`config.mk`:
```
export PLATFORM = sky130hd
export DESIGN_NAME = de1_input_debouncer
export DESIGN_NICKNAME = d
export VERILOG_FILES = /design/src/rtl/de1_input_debouncer.sv
export SDC_FILE = /design/constraint.sdc
export NUM_CORES = 1
export LEC_CHECK = 0
export ABC_AREA = 1
export CAP_MARGIN = 10
export CORE_MARGIN = 2
export CORE_UTILIZATION = 68
export DETAILED_ROUTE_END_ITERATION = 10
export DONT_BUFFER_PORTS = 1
export HOLD_SLACK_MARGIN = 0.12
export PLACE_DENSITY = 0.84
export SLEW_MARGIN = 25
export SYNTH_ARGS = -nofsm -noshare
export SYNTH_HDL_FRONTEND = slang
export SYNTH_SLANG_ARGS = --single-unit
export TNS_END_PERCENT = 10
```
`constraint.sdc`:
```
create_clock -name wb_clk_i -period 2.4 [get_ports wb_clk_i]
set_input_delay 0.36 -clock wb_clk_i [delete_from_list [all_inputs] [get_ports wb_clk_i]]
set_output_delay 0.36 -clock wb_clk_i [all_outputs]
set_load 0.02 [all_outputs]
```
`src/rtl/de1_input_debouncer.sv`:
```
// Pad synchronizer and debouncer for DE1 switches/keys: per-bit double-flop sync,
// consecutive-sample filter, edge pulses, sticky events and a maskable interrupt.

module de1_debounce_bit #(
    parameter int DEBOUNCE_CYCLES = 240000,
    parameter int CNT_WIDTH       = 18
) (
    input  logic clk,
    input  logic rst_n,
    input  logic raw,
    input  logic clr,
    output logic stable,
    output logic rise,
    output logic fall,
    output logic evt
);
    localparam logic [CNT_WIDTH-1:0] CNT_LAST = CNT_WIDTH'(DEBOUNCE_CYCLES - 1);

    logic                 sync1;
    logic                 sync2;
    logic [CNT_WIDTH-1:0] cnt;
    logic                 differ;
    logic                 accept;

    assign differ = (sync2 != stable);
    // The final disagreeing sample is the one that commits the new level.
    assign accept = differ && (cnt == CNT_LAST);

    always_ff @(posedge clk or negedge rst_n) begin
        if (!rst_n) begin
            sync1 <= 1'b0;
            sync2 <= 1'b0;
        end else begin
            sync1 <= raw;
            sync2 <= sync1;
        end
    end

    always_ff @(posedge clk or negedge rst_n) begin
        if (!rst_n) begin
            cnt    <= '0;
            stable <= 1'b0;
            rise   <= 1'b0;
            fall   <= 1'b0;
        end else begin
            rise <= accept & sync2;
            fall <= accept & ~sync2;
            if (!differ || accept) begin
                cnt <= '0;
            end else begin
                cnt <= cnt + 1'b1;
            end
            if (accept) begin
                stable <= sync2;
            end
        end
    end

    // A new edge in the same cycle as a clear keeps the flag set.
    always_ff @(posedge clk or negedge rst_n) begin
        if (!rst_n) begin
            evt <= 1'b0;
        end else begin
            evt <= (evt & ~clr) | accept;
        end
    end
endmodule

module de1_input_debouncer #(
    parameter int WIDTH           = 8,
    parameter int DEBOUNCE_CYCLES = 240000,
    parameter int CNT_WIDTH       = 18
) (
    input  logic             wb_clk_i,
    input  logic             wb_rst_n_i,
    input  logic [WIDTH-1:0] raw_i,
    output logic [WIDTH-1:0] stable_o,
    output logic [WIDTH-1:0] rise_o,
    output logic [WIDTH-1:0] fall_o,
    output logic [WIDTH-1:0] event_o,
    input  logic [WIDTH-1:0] event_clr_i,
    input  logic [WIDTH-1:0] irq_mask_i,
    output logic             irq_o
);
    genvar i;
    generate
        for (i = 0; i < WIDTH; i++) begin : g_bit
            de1_debounce_bit #(
                .DEBOUNCE_CYCLES(DEBOUNCE_CYCLES),
                .CNT_WIDTH      (CNT_WIDTH)
            ) u_bit (
                .clk   (wb_clk_i),
                .rst_n (wb_rst_n_i),
                .raw   (raw_i[i]),
                .clr   (event_clr_i[i]),
                .stable(stable_o[i]),
                .rise  (rise_o[i]),
                .fall  (fall_o[i]),
                .evt   (event_o[i])
            );
        end
    endgenerate

    always_ff @(posedge wb_clk_i or negedge wb_rst_n_i) begin
        if (!wb_rst_n_i) begin
            irq_o <= 1'b0;
        end else begin
            irq_o <= |(event_o & irq_mask_i);
        end
    end
endmodule

```
Word-level counts from Yosys, hierarchy flattened

Index checks and enable logic that the tools add are counted.
W data, S select, Z words.

Bits in registers: 193
Bits in latches: 0
Bits in writable memories: 0
ROM bits: 0
Bits of input ports: 26
Output and inout bits: 33
Logic and storage cells: 163
Memories: 0

Add/sub/neg operators: 8
$mul: 0
Divide/modulo/power cells: 0
Magnitude comparators: 0
Equal/unequal tests: 16
Shifts and indexed selects: 0
Mux-type cells: 8
Bitwise logic cells: 49
Reductions and logical operators: 25

Operator list:

| cell                    | count |
|---|---|
| $add A18 B1 Y18 const B | 8 |
| $eq A18 B18 Y1 const B  | 8 |
| $mux W18                | 8 |
| $and A1 B1 Y1           | 24 |
| $not A1 Y1              | 16 |
| $and A8 B8 Y8           | 1 |
| $logic_and A1 B1 Y1     | 8 |
| $logic_not A1 Y1        | 8 |
| $logic_or A1 B1 Y1      | 8 |
| $ne A1 B1 Y1            | 8 |
| $or A1 B1 Y1            | 8 |
| $reduce_or A8 Y1        | 1 |

Longest topological paths before layout

Gate-level depths: netlist (run 1).

Depth after elaboration: 4
Mapped depth: 9
Gate-level depth less buffers: 9

By module

Synthesis (run 1) repeated with hierarchy kept, for this count alone.

Cells, all modules: 1,264
Area total of the unflattened synthesis: 10,100.9 um^2

By module, submodules not included:

| module              | times used | cells each | area each (um^2) | seq. area each (um^2) |
|---|---|---|---|---|
| de1_debounce_bit    | 8          | 156        | 1,252.5          | 600.6 |
| de1_input_debouncer | 1          | 16         | 81.3             | 25.0 |

Worst setup path before layout (run 1)

Ideal clock, no wire load.

Path kind: register -> register
Start: register g_bit[2].u_bit.cnt[0]
End: register g_bit[2].u_bit.cnt[5]
Setup time: 120 ps
Arrival time: 1,357 ps
Required time: 2,280 ps
Path slack: 923 ps
Cell stages (with the launch flop): 8
Buffers on the path: 1
Period minus slack after synthesis: 1,477 ps
Cell sequence: dfrtp_1 ha_1 nand2_2 nor2_4 nand3b_4 o21ai_4 buf_6 nor2_1

Longest elaborated chain between the ends: 4
Elaborated cells on any way between the ends: 5
Those cells by class: 1 x add/sub; 1 x eq/ne; 1 x mux; 2 x reduce/logical

RTL lines:

| what                                                    | line | text |
|---|---|---|
| from (decl)                                             | 21   | `logic [CNT_WIDTH-1:0] cnt;` |
| from (signal assigned)                                  | 51   | `cnt <= cnt + 1'b1;` |
| branches (longest 3 deep; another with $add A18 B1 Y18) | n/a  |  |
| $mux W18 (*)                                            | 48   | `if (!differ \|\| accept) begin` |

Mark *: on every way between the ends.
A chain may end at the register's enable or synchronous reset.

Worst setup path after layout (run 1)

Start: register g_bit[4].u_bit.cnt[0]
End: register g_bit[4].u_bit.cnt[4]

Longest elaborated chain between the ends: 4
Elaborated cells on any way between the ends: 5
Those cells by class: 1 x add/sub; 1 x eq/ne; 1 x mux; 2 x reduce/logical

RTL lines:

| what                                                    | line |
|---|---|
| from (decl)                                             | 21 |
| from (signal assigned)                                  | 51 |
| branches (longest 3 deep; another with $add A18 B1 Y18) | n/a |
| $mux W18 (*)                                            | 48 |

Marks and branches as above.

==> results of run 1 <==
## worst max-delay path: cells and delay by family (launching register included)
family	cells	cell delay (ns)
buffers and inverters	1	0.13
flip-flops	1	0.42
AO/OA/AOI/OAI	1	0.43
AND/OR/NAND/NOR	3	0.36
adder cells (fa/ha/maj)	1	0.23
## state kept, by name, summed over array words and instances, names as in the netlist
register / flops
g_bit.u_bit.cnt: 144
g_bit.u_bit.evt: 8
g_bit.u_bit.fall: 8
g_bit.u_bit.rise: 8
g_bit.u_bit.stable: 8
g_bit.u_bit.sync1: 8
g_bit.u_bit.sync2: 8
irq_o: 1
## cell type report
cell class | instances | share of cell area
Clock buffer | 21 | 0.0421
Clock inverter | 11 | 0.00743
Inverter | 125 | 0.0429
Multi-Input combinational cell | 972 | 0.429
Sequential cell | 193 | 0.441
Tap cell | 188 | 0.0215
Timing Repair Buffer | 18 | 0.0165
## path summary, 6_finish.rpt
check / end / cells past startpoint / slack [ns]
hold reg to reg: g_bit[1].u_bit.sync2 / 0 / 0.34
max in group asynchronous: g_bit[3].u_bit.cnt[15] / 0 / 2.38
setup / recovery: g_bit[4].u_bit.cnt[4] / 6 / 0.67
hold / removal: g_bit[6].u_bit.cnt[11] / 0 / -0.38
setup reg to reg: g_bit[4].u_bit.cnt[4] / 6 / 0.67
min in group wb_clk_i: g_bit[1].u_bit.sync2 / 0 / 0.34
## metrics by stage
stage	power (mW)	utilization	instances	setup WS, ns
2_1_floorplan	3.52	-	1330	0.923
3_3_place_gp	3.53	0.680	1478	0.755
3_5_place_dp	3.54	0.680	1478	0.686
4_1_cts	6.18	0.728	1528	0.660
5_1_grt	6.34	0.728	1528	0.496
6_report	6.12	0.728	1528	0.669
## cells in the final DEF (no fill, tap or decap), drive strengths merged
cell type,Yosys,layout
clkbuf,0,21
clkinvlp,0,3
dlygate4sd3,0,18
ha,8,8
nand3b,8,8
a22o,3,3
dfrtp,193,193
o21ai,28,28
nand2,339,339
nor3,23,23
nand3,86,86
o21bai,13,13
xor2,55,55
nor3b,6,6
a21oi,3,3
xnor2,24,24
and2,4,4
nor2,345,345
inv,125,128
nand4,27,27
clkinv,0,5
## cells by family after synthesis
| family | synth area share |
|---|---|
| simple gates | 0.342 |
| flops | 0.468 |
| buf+inv | 0.0775 |
| xor+xnor | 0.0670 |
| compound gates | 0.0358 |
| fa+ha+maj | 0.00970 |
## power groups by stage
stage / Clock, mW / Combinational (mW) / Sequential [mW]
final: 2.61 / 0.162 / 3.34
after global routing: 2.81 / 0.186 / 3.35
after CTS: 2.67 / 0.163 / 3.34
after detailed placement: 0 / 0.137 / 3.40
after global placement: 0 / 0.133 / 3.40
after floorplan: 0 / 0.127 / 3.39
## per-layer routing
layer | vias up | global-route usage | part of all wire
li1 | 4124 | - | -
met1 | 3811 | 0.344 | 0.45
met2 | 209 | 0.439 | 0.49
met3 | 25 | 0.0620 | 0.053
met4 | 0 | 0.0769 | 0.014
met5 | - | 0 | 0
==> impl_results.md, run 1 <==
- Status: finished, violations left
- Failing checks: negative hold slack
- First-pass GRT wire length: 34500 um
- Multi-input logic area: 0.00469 sq mm
- Post-DP HPWL: 13700 um
- Synth top area share: 0.468
- Crit path kind: register to register
- Crit path top cell by count: nand3_2
- Max Clock Freq: 578 MHz
- Fin area: 0.0109 sq mm
- Clk pwr share: 0.427
- Synth async-reset ratio: 1.00
- I/O Buffers: 0
- Post-route clock period utilization: 0.721
- Ys flop type: dfrtp_1
- Initial antenna violation count: 0
- Fin crit period: 1.73 ns
- Row count: 45
- I/O pins: 59
- Post CTS Setup Buffer Count: 0
- Seq pwr share: 0.546
- DRC viols: 0
- Worst-margin pin slew: 0.512 ns
- DRT iter0 DRCs: 681
- Worst-Skew Late Latency: 0.44 ns
- Clock sink count: 193
- Most frequent cells after synthesis: nand2_1, nor2_1, dfrtp_1, inv_1, nand3_1
- CP Launch Type: register
- # setup viols final: 0
- Seq cells post-synth: 193
- Fin nets: 1361
- DR vias: 8169
- P_sw: 1.37 mW
- CP Data Required Time: 2.69 ns
- # diodes: 0
- Vias in the first global route: 7834
- Worst-path clk slew: 0.07 ns
- H-tree depth: 4
- Final Skew: 0.00966 ns
- Area grow syn2layout: 6.07%
- Unrepaired setup endpoints after global routing: no
- Worst hold path type: input port to async pin
- Gate count of the mapped netlist: 1330
- Synth top area cells: dfrtp_1, nand2_1, nor2_1
- FF-to-FF Start: g_bit[4].u_bit.cnt[0]
- Combinational share of power: 0.026
- Mapped Area: 0.0103 sq mm
- Synth area leader: dfrtp_1
- Avg Cell Area, Syn: 7.76 sq um
- CP startpoint: g_bit[4].u_bit.cnt[0]
- Static leakage: 4.63 nW
- Setup_tns: 0 ns
- Net Sw Frac: 0.223
- DRT Pass-1 Iters: 6
- Die ar.: 0.0162 sq mm
- CTS max path bufs: 2
- Sequential area share after synthesis: 0.468
- Die width: 127 um
- Top-count cell post-synth: nand2_1
- CTS buffer count: 17
- Fin. Hold Viols: 193
- Layout cell share with drive strength beyond 1: 0.0500
- Final wirelength: 19800 um
- Min Hold Slack: -0.380 ns
- Crit end category: register
- Placed cell area: 0.0102 sq mm
- CTS tree: done
- WL per Instance: 13.0 um
- Slew Limit Headroom: 0.657
- Hold-fix buffers at CTS: 18
- Largest net degree at the start of global routing: 194
- YS warnings: 0
- Final max-slew violation count: 0
- Total GRT Usage: 0.262
- Distinct cells, synth: 27
- Final ANT Viol Nets: 0
- Clock Tree Root: clkbuf_16
- Final Wtd Congestion: 0.943
- Crit Path Max Fanout: 17
- Max stage delay on crit path: 0.43 ns
- Via density: 5.35
- P_int: 4.75 mW
- Core area: 0.0150 sq mm
- Number of max-cap violations: 0
- Arrival time worst endpoint: 2.02 ns
- VDD IR max: 529 uV
- Filler cells: 1139
- FF+latch area: 0.00483 sq mm
- Pwr Density: 559 mW/mm^2
- Worst path slowest cell: o21ai_4
- Worst-path cell chain: ha_1 -> nand3_2 -> inv_1 -> nand3_2 -> o21ai_4 -> nor2_1
- Syn nets: 1364
- Grt ovf: 0
- Post-CTS resize count: 0
- Die H: 127 um
- Initial core utilization: 0.686
- Post-synth EDFFs: 0
Note: power is estimated with default switching activity, not from simulation.
==> run 2: changes to the inputs <==
Settings changed: CORE_UTILIZATION 68 to 58, PLACE_DENSITY 0.84 to 0.76.
Clock period 2.4 ns to 1.57 ns, I/O delays scaled along.
==> run 2 against run 1 <==
  * The flow still finishes with violations (negative hold slack)
  * Routed wire length is 1.7% lower
  * Clock-buffer cell count decreased by 2
  * Worst hold slack worse by 0.13 ns
  * Sequential share of layout area fell by 1.8 points
  * Critical path depth rose by 2
  * Non-clock buffer count rose by 27
  * Design area increased by 4.3%
  * Cell count increased by 4.2%
  * Critical path type unchanged
  * Critical endpoint is now g_bit[6].u_bit.stable
  * Largest cell class unchanged
==> impl_results.md, run 2 (synthesis gave the netlist of run 1 again) <==
- Fin nets: 1388 (was 1361)
- Hold-fix buffers at CTS: 22 (was 18)
- Area grow syn2layout: 10.7% (was 6.07%)
- Clock sink count: 193 (unchanged)
- Die width: 137 um (was 127 um)
- Static leakage: 4.81 nW (was 4.63 nW)
- Initial antenna violation count: 1 (was 0)
- I/O pins: 59 (unchanged)
- Arrival time worst endpoint: 1.83 ns (was 2.02 ns)
- Clock Tree Root: clkbuf_16 (unchanged)
- CTS buffer count: 17 (unchanged)
- Final Wtd Congestion: 0.935 (was 0.943)
- Final ANT Viol Nets: 0 (unchanged)
- Largest register FFs: 144 (unchanged)
- Row count: 48 (was 45)
- First-pass GRT wire length: 33400 um (was 34500 um)
- Final max-slew violation count: 0 (unchanged)
- Slew Limit Headroom: 0.692 (was 0.657)
- Most frequent cells in the layout: nand2_1, nor2_1, dfrtp_1 (unchanged)
- Post-route clock period utilization: 0.959 (was 0.721)
- Crit path kind: register to register (unchanged)
- Placed cell area: 0.0105 sq mm (was 0.0102 sq mm)
- CTS max path bufs: 2 (unchanged)
- # diodes: 0 (unchanged)
- CTS tree: done (unchanged)
- Worst-Skew Late Latency: 0.44 ns (about the same)
- Fin crit period: 1.51 ns (was 1.73 ns)
- Place WS: 0.0476 ns (was 0.686 ns)
- Fin. Hold Viols: 193 (unchanged)
- Reg with most FFs: g_bit.u_bit.cnt (unchanged)
- VDD IR max: 781 uV (was 529 uV)
- Worst-path clk slew: 0.07 ns (about the same)
- Initial core utilization: 0.595 (was 0.686)
- Worst-margin pin slew: 0.458 ns (was 0.512 ns)
- Post-Layout Cell Count: 1592 (was 1528)
- Crit Path Max Fanout: 4 (was 17)
- Worst-path cell chain: ha_1 -> nand2_1 -> nor2_2 -> nand3_2 -> nor2_1 -> nand2_1 -> nand2_1 -> nand2_1 (was ha_1 -> nand3_2 -> inv_1 -> nand3_2 -> o21ai_4 -> nor2_1)
- WL per Instance: 12.3 um (was 13.0 um)
- DRT Pass-1 Iters: 6 (unchanged)
- Unrepaired setup endpoints after global routing: yes (was no)
- Min Hold Slack: -0.509 ns (was -0.380 ns)
- Total GRT Usage: 0.220 (was 0.262)
- Core area: 0.0174 sq mm (was 0.0150 sq mm)
- Number of max-cap violations: 0 (unchanged)
- Fin area: 0.0114 sq mm (was 0.0109 sq mm)
- Failing checks: negative hold slack (unchanged)
- Max stage delay on crit path: 0.38 ns (was 0.43 ns)
- Max Clock Freq: 664 MHz (was 578 MHz)
- Commonest non-fill, non-tap cell in the layout: nand2_1 (unchanged)
- CP Data Required Time: 1.90 ns (was 2.69 ns)
- Die ar.: 0.0189 sq mm (was 0.0162 sq mm)
- Vias in the first global route: 7642 (was 7834)
- Worst hold path type: input port to async pin (unchanged)
- DRC viols: 0 (unchanged)
- DRT iter0 DRCs: 522 (was 681)
- Pwr Density: 856 mW/mm^2 (was 559 mW/mm^2)
- H-tree depth: 4 (unchanged)
- Post-DP HPWL: 13900 um (was 13700 um)
- Crit end category: register (unchanged)
- Setup ws final: 0.0639 ns (was 0.669 ns)
- Via density: 5.11 (was 5.35)
- Final wirelength: 19500 um (was 19800 um)
- Layout cell share with drive strength beyond 1: 0.0805 (was 0.0500)
- Die H: 137 um (was 127 um)
- Largest net degree at the start of global routing: 194 (unchanged)
- Status: finished, violations left (unchanged)
- # setup viols final: 0 (unchanged)
- Crit path top cell by count: nand2_1 (was nand3_2)
- Placed insts: 1538 (was 1478)
- DR vias: 8130 (was 8169)
- Final Skew: 0.00893 ns (was 0.00966 ns)
- Post CTS Setup Buffer Count: 0 (unchanged)
- Worst path slowest cell: dfrtp_1 (was o21ai_4)
- Grt ovf: 0 (unchanged)
- I/O Buffers: 0 (unchanged)
- CP Launch Type: register (unchanged)
run 2: cell types whose count changed in the layout (fill, tap and decap cells not counted), sizes merged:
cell and delta:
dlygate4sd3 +4, clkinv -2, bufinv +2, inv +4
clkinvlp -2, buf +23, clkbuf -2
run 2: critical path: cells and delay by family (launching register included):
family	cells	cell delay, ns
DFF	1	0.38
adders and majority gates	1	0.22
and+or+nand+nor	7	0.80
run 2: cell type report:
cell class	count	area [sq um]
fill	1446	5930
sequential	193	4830
multi-input combinational	972	4770
timing repair buffer	45	480
inverter	125	469
clock buffer	19	443
tap	225	282
clock inverter	13	150
run 2: what timing repair did:
| item | 4_1_cts | 5_1_grt |
|---|---|---|
| resized for setup | 0 | 24 |
| hold endpoints to repair | 210 | 193 |
| endpoints found under the setup margin | 0 | 70 |
run 2: per-layer routing:
metal	GRT usage	wire, um	part of all wire	vias to the layer above
met5	0	0	0	-
met3	0.0519	893	0.046	20
met4	0.0647	215	0.011	0
li1	-	-	-	4169
met1	0.291	9440	0.48	3785
met2	0.362	8960	0.46	156
run 2: through the flow:
stage           util  hold WS, ns  power, mW  setup TNS, ns
2_1_floorplan      -      -0.0601       5.38              0
3_3_place_gp   0.607      -0.0561       5.46              0
3_5_place_dp   0.607      -0.0552       5.47              0
4_1_cts        0.654       -0.530       9.88              0
5_1_grt        0.658       -0.535       10.1         -0.212
6_report       0.658       -0.509       9.78              0
run 2: final timing paths:
path	startpoint	end	slack [ns]	cells past startpoint
max	g_bit[6].u_bit.cnt[0]	g_bit[6].u_bit.stable	0.06	8
min	wb_rst_n_i	g_bit[6].u_bit.cnt[11]	-0.51	0
min reg2reg	g_bit[7].u_bit.sync1	g_bit[7].u_bit.sync2	0.35	0
max reg2reg	g_bit[6].u_bit.cnt[0]	g_bit[6].u_bit.stable	0.06	8
max in group asynchronous	wb_rst_n_i	g_bit[3].u_bit.cnt[17]	1.88	0
min in group wb_clk_i	irq_mask_i[5]	irq_o	0.17	2
run 2: where the power goes:
group | internal [mW] | leakage [nW] | switching, mW | total (mW)
combinational | 0.161 | 1.88 | 0.163 | 0.324
sequential | 5.04 | 2.64 | 0.0608 | 5.10
clock | 2.43 | 0.291 | 1.92 | 4.35
==> run 3: changes to the inputs <==
Settings changed: CORE_UTILIZATION 58 to 47, PLACE_DENSITY 0.76 to unset.
==> run 3 against run 2 <==
  * The flow still finishes with violations (negative hold slack)
  * Global-route usage fell by 3.5 points
  * Sequential share of layout area is 0.42 points lower
  * Sequential cell count is the same
  * Design area increased by 1.0%
  * Core utilization is 13 points lower
  * Cell count is 3.4% higher
  * Critical path depth shrank 1
==> impl_results.md, run 3 (synthesis gave the netlist of run 1 again) <==
- Core area: 0.0217 sq mm (was 0.0174 sq mm)
- Worst-path clk slew: 0.07 ns (about the same)
- CTS max path bufs: 2 (unchanged)
- Post-Layout Cell Count: 1646 (was 1592)
- CP Launch Type: register (unchanged)
- Crit end category: register (unchanged)
- Final ANT Viol Nets: 0 (unchanged)
- DRC viols: 0 (unchanged)
- Vias in the first global route: 7727 (was 7642)
- DR vias: 7965 (was 8130)
- Slew Limit Headroom: 0.616 (was 0.692)
- I/O pins: 59 (unchanged)
- Combinational share of power: 0.033 (about the same)
- Net Sw Frac: 0.212 (was 0.220)
- Most frequent cells in the layout: nand2_1, nor2_1, dfrtp_1 (unchanged)
- Largest register FFs: 144 (unchanged)
- Worst-margin pin slew: 0.577 ns (was 0.458 ns)
- Final Wtd Congestion: 0.865 (was 0.935)
- Final Skew: 0.0135 ns (was 0.00893 ns)
- Multi-input logic area: 0.00478 sq mm (was 0.00477 sq mm)
- Max Clock Freq: 678 MHz (was 664 MHz)
- Worst R2R Path Depth: 7 (was 8)
- Area grow syn2layout: 11.8% (was 10.7%)
- Grt ovf: 0 (unchanged)
- Arrival time worst endpoint: 1.79 ns (was 1.83 ns)
- Fin. Hold Viols: 193 (unchanged)
- Unrepaired setup endpoints after global routing: yes (unchanged)
- P_int: 7.88 mW (was 7.63 mW)
- Final max-slew violation count: 0 (unchanged)
- CTS buffer count: 17 (unchanged)
- Worst-Skew Late Latency: 0.44 ns (about the same)
- Reg with most FFs: g_bit.u_bit.cnt (unchanged)
- Crit path kind: register to register (unchanged)
- CP Data Required Time: 1.89 ns (was 1.90 ns)
- Pwr Density: 866 mW/mm^2 (was 856 mW/mm^2)
- Commonest non-fill, non-tap cell in the layout: nand2_1 (unchanged)
- P_sw: 2.11 mW (was 2.15 mW)
- Fin nets: 1388 (unchanged)
- Die H: 152 um (was 137 um)
- CTS tree: done (unchanged)
- Initial antenna violation count: 0 (was 1)
- Die width: 152 um (was 137 um)
- Initial core utilization: 0.476 (was 0.595)
- Hold-fix buffers at CTS: 22 (unchanged)
- # diodes: 0 (unchanged)
- Number of max-cap violations: 0 (unchanged)
- # setup viols final: 0 (unchanged)
- Final wirelength: 20200 um (was 19500 um)
- Die ar.: 0.0232 sq mm (was 0.0189 sq mm)
- Via density: 4.84 (was 5.11)
- Status: finished, violations left (unchanged)
- Clk pwr share: 0.456 (was 0.445)
- FF+latch area: 0.00483 sq mm (unchanged)
- Post-route clock period utilization: 0.939 (was 0.959)
- Fin crit period: 1.47 ns (was 1.51 ns)
- Worst hold path type: input port to async pin (unchanged)
- Layout cell share with drive strength beyond 1: 0.0835 (was 0.0805)
- VDD IR max: 909 uV (was 781 uV)
- H-tree depth: 4 (unchanged)
- Filler cells: 2087 (was 1446)
- Min Hold Slack: -0.510 ns (was -0.509 ns)
- Largest net degree at the start of global routing: 194 (unchanged)
- Clock sink count: 193 (unchanged)
- WL per Instance: 12.3 um (about the same)
- Failing checks: negative hold slack (unchanged)
- Crit Path Max Fanout: 10 (was 4)
- First-pass GRT wire length: 35900 um (was 33400 um)
- R2R Setup Slk: 0.1 ns (was 0.06 ns)
- Placed insts: 1592 (was 1538)
- Seq pwr share: 0.511 (was 0.522)
- Post-DP HPWL: 14300 um (was 13900 um)
- DRT Pass-1 Iters: 4 (was 6)
- Total GRT Usage: 0.185 (was 0.220)
- Clock Tree Root: clkbuf_16 (unchanged)
- DRT iter0 DRCs: 393 (was 522)
- Row count: 54 (was 48)
- Static leakage: 4.81 nW (about the same)
- I/O Buffers: 0 (unchanged)
run 3: cell types whose count changed in the layout (fill, tap and decap cells not counted), moves of 3 or more:
cell    delta
nor2_1     -4
buf_6      +3
nor2_2     +4
inv_6      -3
buf_4      -3
run 3: path summary, 6_finish.rpt:
| check | to | startpoint |
|---|---|---|
| worst max-delay path | g_bit[6].u_bit.cnt[9] | g_bit[6].u_bit.cnt[0] |
| worst min-delay path | g_bit[6].u_bit.cnt[11] | wb_rst_n_i |
| worst max register to register | g_bit[6].u_bit.cnt[9] | g_bit[6].u_bit.cnt[0] |
| worst min register to register | g_bit[5].u_bit.sync2 | g_bit[5].u_bit.sync1 |
| max in group asynchronous | g_bit[7].u_bit.evt | wb_rst_n_i |
| min in group wb_clk_i | irq_o | irq_mask_i[5] |
run 3: area by class of cell:
cell class,count,area share
Timing Repair Buffer,45,0.0426
Sequential cell,193,0.419
Multi-Input combinational cell,972,0.414
Tap cell,280,0.0304
Inverter,125,0.0407
Clock inverter,13,0.0161
Clock buffer,18,0.0372
run 3: worst max-delay path: stages (launching register included):
cell and delay (ns):
dfrtp_1 0.39, ha_2 0.22, nand2_1 0.11, nor2_4 0.13, nand3_2 0.11, o21ai_4 0.19
buf_6 0.16, nor2_1 0.05
run 3: power by group through the flow:
| stage | sequential, mW | combinational [mW] | clock (mW) |
|---|---|---|---|
| finish | 5.10 | 0.333 | 4.56 |
| global route | 5.11 | 0.379 | 4.91 |
| CTS | 5.10 | 0.327 | 4.74 |
| detailed placement | 5.20 | 0.282 | 0 |
| global placement | 5.19 | 0.280 | 0 |
| floorplan | 5.19 | 0.194 | 0 |
run 3: repair_timing:
action | 4_1_cts | 5_1_grt
buffers inserted | 0 | 1
pin swaps | 0 | 3
hold endpoints to repair | 210 | 193
setup endpoints to repair | 1 | 117
resized for setup | 1 | 31
run 3: per-stage QoR:
| step | TNS, ns | power [mW] | utilization | area [sq um] | setup WS (ns) |
|---|---|---|---|---|---|
| 2_1_floorplan | 0 | 5.38 | - | 10300 | 0.0932 |
| 3_5_place_dp | 0 | 5.48 | 0.488 | 10600 | 0.0137 |
| 5_1_grt | -0.109 | 10.4 | 0.532 | 11500 | -0.0183 |
| 4_1_cts | 0 | 10.2 | 0.527 | 11400 | 0.0422 |
| 6_report | 0 | 9.99 | 0.532 | 11500 | 0.0960 |
| 3_3_place_gp | 0 | 5.47 | 0.488 | 10600 | 0.0553 |
run 3: layer usage:
| metal | share of wire | vias to the layer above | GRT usage |
|---|---|---|---|
| li1 | - | 4165 | - |
| met1 | 0.51 | 3671 | 0.257 |
| met2 | 0.45 | 112 | 0.295 |
| met3 | 0.030 | 17 | 0.0336 |
| met4 | 0.012 | 0 | 0.0592 |
| met5 | 0 | - | 0 |
